<file path="config.mk">
export PLATFORM = sky130hd
export DESIGN_NAME = reset_sequencer
export DESIGN_NICKNAME = d
export VERILOG_FILES = /design/src/rtl/reset_sequencer.sv
export SDC_FILE = /design/constraint.sdc
export NUM_CORES = 1
export LEC_CHECK = 0
export CAP_MARGIN = 20
export CORE_ASPECT_RATIO = 1.4
export CORE_MARGIN = 2
export CORE_UTILIZATION = 30
export CTS_CLUSTER_DIAMETER = 80
export DETAILED_ROUTE_END_ITERATION = 16
export GPL_TIMING_DRIVEN = 0
export PLACE_DENSITY = 0.5
export SYNTH_ARGS = -nofsm -noshare
export SYNTH_HDL_FRONTEND = slang
export SYNTH_SLANG_ARGS = --single-unit
export TNS_END_PERCENT = 50
</file>
<file path="constraint.sdc">
create_clock -name clk -period 2.8 [get_ports clk]
set_input_delay 0.56 -clock clk [delete_from_list [all_inputs] [get_ports clk]]
set_output_delay 0.56 -clock clk [all_outputs]
set_load 0.05 [all_outputs]
</file>
<file path="src/rtl/reset_sequencer.sv">
// ==== reset_sequencer: holds all downstream stages in reset, then releases them in order ====
// Rev 1.0
`default_nettype none

module reset_sequencer #(
  parameter int HOLD_CYCLES = 16,
  parameter int STAGES      = 3,
  parameter int GAP_CYCLES  = 4
) (
  input  logic              clk,
  input  logic              reset,
  input  logic              rst_req,
  output logic [STAGES-1:0] rst_out,
  output logic              ready,
  output logic              done,
  output logic [7:0]        req_cnt
);

  localparam int c_MAXHG = (HOLD_CYCLES > GAP_CYCLES) ? HOLD_CYCLES : GAP_CYCLES;
  localparam int c_CW    = $clog2(c_MAXHG) + 1;
  localparam int c_IW    = $clog2(STAGES + 1);

  localparam logic [c_CW-1:0]   c_HOLD_LAST = c_CW'(HOLD_CYCLES - 1);
  localparam logic [c_CW-1:0]   c_GAP_LAST  = c_CW'(GAP_CYCLES - 1);
  localparam logic [c_IW-1:0]   c_LAST_IDX  = c_IW'(STAGES - 1);
  localparam logic [STAGES-1:0] c_ONE       = STAGES'(1);

  localparam logic [1:0] S_HOLD    = 2'd0;
  localparam logic [1:0] S_STAGGER = 2'd1;
  localparam logic [1:0] S_RUN     = 2'd2;

  logic [1:0]        state_q, state_d;
  logic [c_CW-1:0]   cnt_q, cnt_d;
  logic [c_IW-1:0]   idx_q, idx_d;
  logic [STAGES-1:0] rst_out_q, rst_out_d;
  logic              ready_q, ready_d;
  logic              done_q, done_d;
  logic [7:0]        req_cnt_q, req_cnt_d;
  logic              req_prev_q, req_prev_d;

  always_comb begin
    state_d    = state_q;
    cnt_d      = cnt_q;
    idx_d      = idx_q;
    rst_out_d  = rst_out_q;
    ready_d    = ready_q;
    done_d     = 1'b0;
    req_cnt_d  = req_cnt_q;
    req_prev_d = rst_req;

    if (rst_req && !req_prev_q && (req_cnt_q != 8'hFF)) begin
      req_cnt_d = req_cnt_q + 8'd1;
    end

    // A held request pins the block at the start of HOLD until it drops.
    if (rst_req) begin
      state_d   = S_HOLD;
      cnt_d     = '0;
      idx_d     = '0;
      rst_out_d = '1;
      ready_d   = 1'b0;
    end else begin
      case (state_q)
        S_HOLD: begin
          if (cnt_q == c_HOLD_LAST) begin
            rst_out_d = rst_out_q & ~c_ONE;
            cnt_d     = '0;
            idx_d     = c_IW'(1);
            if (STAGES == 1) begin
              state_d = S_RUN;
              ready_d = 1'b1;
              done_d  = 1'b1;
            end else begin
              state_d = S_STAGGER;
            end
          end else begin
            cnt_d = cnt_q + 1'b1;
          end
        end
        S_STAGGER: begin
          if (cnt_q == c_GAP_LAST) begin
            rst_out_d = rst_out_q & ~(c_ONE << idx_q);
            cnt_d     = '0;
            idx_d     = idx_q + c_IW'(1);
            if (idx_q == c_LAST_IDX) begin
              state_d = S_RUN;
              ready_d = 1'b1;
              done_d  = 1'b1;
            end
          end else begin
            cnt_d = cnt_q + 1'b1;
          end
        end
        S_RUN: begin
          rst_out_d = '0;
          ready_d   = 1'b1;
        end
        default: begin
          state_d   = S_HOLD;
          cnt_d     = '0;
          idx_d     = '0;
          rst_out_d = '1;
          ready_d   = 1'b0;
        end
      endcase
    end
  end

  always_ff @(posedge clk) begin
    if (reset) begin
      state_q    <= S_HOLD;
      cnt_q      <= '0;
      idx_q      <= '0;
      rst_out_q  <= '1;
      ready_q    <= 1'b0;
      done_q     <= 1'b0;
      req_cnt_q  <= 8'd0;
      req_prev_q <= 1'b0;
    end else begin
      state_q    <= state_d;
      cnt_q      <= cnt_d;
      idx_q      <= idx_d;
      rst_out_q  <= rst_out_d;
      ready_q    <= ready_d;
      done_q     <= done_d;
      req_cnt_q  <= req_cnt_d;
      req_prev_q <= req_prev_d;
    end
  end

  assign rst_out = rst_out_q;
  assign ready   = ready_q;
  assign done    = done_q;
  assign req_cnt = req_cnt_q;

endmodule

`default_nettype wire
</file>
==> results.py <==
metrics = {
    "outcome": {
        "outcome": "completed",
    },
    "drt": {
        "viasPerCell": 5.316,
        "dr.first_iter.drc_count": 39,
        "routed_wl_mm": 2.638,
        "drt-pass1-iter-count": 4,
        "vias": 1026,
        "drc": 0,
        "antenna_left": 0,
        "routedWlPerCell_um": 13.67,
    },
    "synthesis": {
        "synth_edf_count": 0,
        "synth_area_leaders": "dfxtp_1, ha_1, nor2_1",
        "yosysWarnings": 0,
        "synth_most_common_cell": "dfxtp_1",
        "synth_top_area_share": 0.3763,
        "syn_inst": 131,
        "yosys-top-cells-count": "dfxtp_1, ha_1, nor2_1",
        "synth.largest_area_cell": "dfxtp_1",
        "synthArstFlopShare": 0,
        "syn_area_per_cell_um2": 9.341,
        "netlist_area_um2": 1224,
        "seq_area_frac_synth": 0.3763,
        "synth-seq-cells": 23,
        "synth_top_flop_cell": "dfxtp_1",
        "synth_nets": 145,
        "synth_cell_types": 40,
    },
    "clock_network": {
        "cts_tree": "yes",
        "cts.sinks": 23,
        "clockRootBuffer": "clkbuf_8",
        "cts_hold_buf": 0,
        "cts_buffers": 3,
        "htreeDepth": 1,
        "cts_setup_buffers": 0,
        "clk_path_buf_depth": 2,
        "clk_pin_slew_ps": 80,
        "clock_latency_ps": 260,
        "cts-resized-gates": 0,
    },
    "sta": {
        "max_freq_mhz": 469.0,
        "rsz0062_at_grt": "false",
        "holdWs_ps": 465.2,
        "finalCritPeriodShare": 0.7615,
        "setup_tns_ps": 0,
        "slew_violations": 0,
        "setup_violations": 0,
        "worst_pin_slew_ps": 624.7,
        "relSlewSlack": 0.5728,
        "min_period_ps": 2132,
        "final.setup_skew_ps": 6.779,
        "hold_violations": 0,
    },
    "worst_setup_path": {
        "crit_chain": "clkdlybuf4s50_1",
        "path_delay_family": "buffers and inverters",
        "cp_slowest_cell": "clkdlybuf4s50_1",
        "worstPathArrival_ps": 1570,
        "reg2reg_to": "cnt_q[1]",
        "worstReg2RegStart": "cnt_q[0]",
        "crit_end": "req_cnt[3]",
        "end_kind": "output port",
        "critPathRequiredTime_ps": 2240,
        "worst-path-stages": 1,
        "crit_path_max_incr_delay_ps": 850,
        "path_class": "reg2out",
        "cp-start-kind": "flip-flop",
        "crit_start": "req_cnt[3]",
        "crit_fanout": 8,
        "rrSetupSlack_ps": 680,
        "cp.buffers_inverters": 1,
        "r2r_cells": 8,
    },
    "die": {
        "die_h_um": 79.57,
        "core_um2": 3919,
        "num_rows": 27,
        "io_pins": 16,
        "initial_core_util": 0.3123,
        "die_area_um2": 4613,
        "die_width_um": 57.98,
    },
    "global_route": {
        "grt_usage": 0.1262,
        "grt_max_degree": 13,
        "overflow": 0,
        "grt_pass1_vias": 987,
        "grt_first_pass_wirelength_mm": 4.664,
        "antenna_found_initial": 0,
    },
    "placement": {
        "port-buffer-count": 15,
        "dp_hpwl_mm": 2.067,
        "place.gp.congestion": 0.7379,
    },
    "power": {
        "ir_drop_uv": 208.6,
        "cellLeakagePower_nw": 0.4974,
        "power_density_nw_per_um2": 396.5,
    },
    "final_layout": {
        "multi_input_area_um2": 709.4,
        "syn2layout_area_growth_pct": 20.35,
        "diodes": 0,
        "seq_area_um2": 460.4,
        "drive_above_1_share": 0.08667,
        "nNetsFinal": 165,
        "fillCellCount": 435,
    },
    "worst_hold_path": {
        "worstHoldPathType": "reg2reg",
    },
    "run": {
        "cap_violations": 0,
    },
}
[worst min-delay path, cell delays in order, from the launching register on]
cell and delay, ps:
dfxtp_1 310, nand2_1 50, mux2i_1 60
[through the flow]
step,worst slack (ps),area [µm²],utilization,power [mW],instances
2_1_floorplan,895.1,1224,-,0.3729,131
3_3_place_gp,548.8,1428,0.3643,0.3869,189
3_5_place_dp,511.8,1428,0.3643,0.3885,189
4_1_cts,661.0,1473,0.3758,0.5915,193
5_1_grt,580.3,1473,0.3758,0.6122,193
6_report,667.7,1473,0.3758,0.5839,193
[area by class of cell]
cell class / instances / area share
buffer: 5 / 0.01359
clock buffer: 4 / 0.03059
inverter: 9 / 0.02294
multi-input combinational: 94 / 0.4817
sequential: 23 / 0.3127
tap: 43 / 0.03653
timing repair buffer: 15 / 0.1020
[sequential cells by signal (all words and copies together), names as in the netlist]
| register | flops |
|---|---|
| ready | 1 |
| req_cnt | 8 |
| rst_out | 3 |
| done | 1 |
| req_prev_q | 1 |
| cnt_q | 5 |
| idx_q | 2 |
| state_q | 2 |
[routing by layer]
| metal | up-vias | GRT usage | routed length (µm) |
|---|---|---|---|
| li1 | 523 | - | - |
| met4 | 0 | 0.03023 | 12 |
| met1 | 488 | 0.1558 | 1196 |
| met5 | - | 0 | 0 |
| met2 | 13 | 0.2284 | 1379 |
| met3 | 2 | 0.01459 | 50 |
[cells by family (layout without fill, tap and decap cells)]
logic type / count (synthesis) / after routing / synth area share
AND/OR/NAND/NOR: 42 / 42 / 0.1830
AO/OA/AOI/OAI: 35 / 35 / 0.2383
adder cells (fa/ha/maj): 11 / 11 / 0.1125
flip-flops: 23 / 23 / 0.3763
multiplexers: 3 / 3 / 0.02454
buffers and inverters: 14 / 33 / 0.04396
XOR/XNOR: 3 / 3 / 0.02148
[placed cells by master (no fill, tap or decap), types with 3 or more instances in the layout]
master	n
a211oi_1	4
a21oi_1	6
a221o_1	3
clkbuf_1	5
clkbuf_8	3
clkdlybuf4s50_1	15
dfxtp_1	23
ha_1	11
inv_1	9
mux2i_1	3
nand2_1	8
nand3_1	4
nor2_1	11
nor3_1	4
o21ai_0	4
o31ai_1	3
[how the worst min path moves through the flow]
stage	slack, ps	endpoint	startpoint	cells after the start
floorplan	460	cnt_q[0]	cnt_q[0]	2
global placement	450	ready	ready	2
detailed placement	460	ready	ready	2
CTS	470	ready	ready	2
global route	500	ready	ready	2
finish	470	ready	ready	2
[where the power goes]
| group | internal, mW | switching [mW] | total, mW |
|---|---|---|---|
| combinational | 0.0169 | 0.0271 | 0.0440 |
| sequential | 0.332 | 0.00461 | 0.336 |
| clock | 0.101 | 0.102 | 0.204 |
| total | 0.450 | 0.134 | 0.584 |
Note: power is estimated with default switching activity, not from simulation.
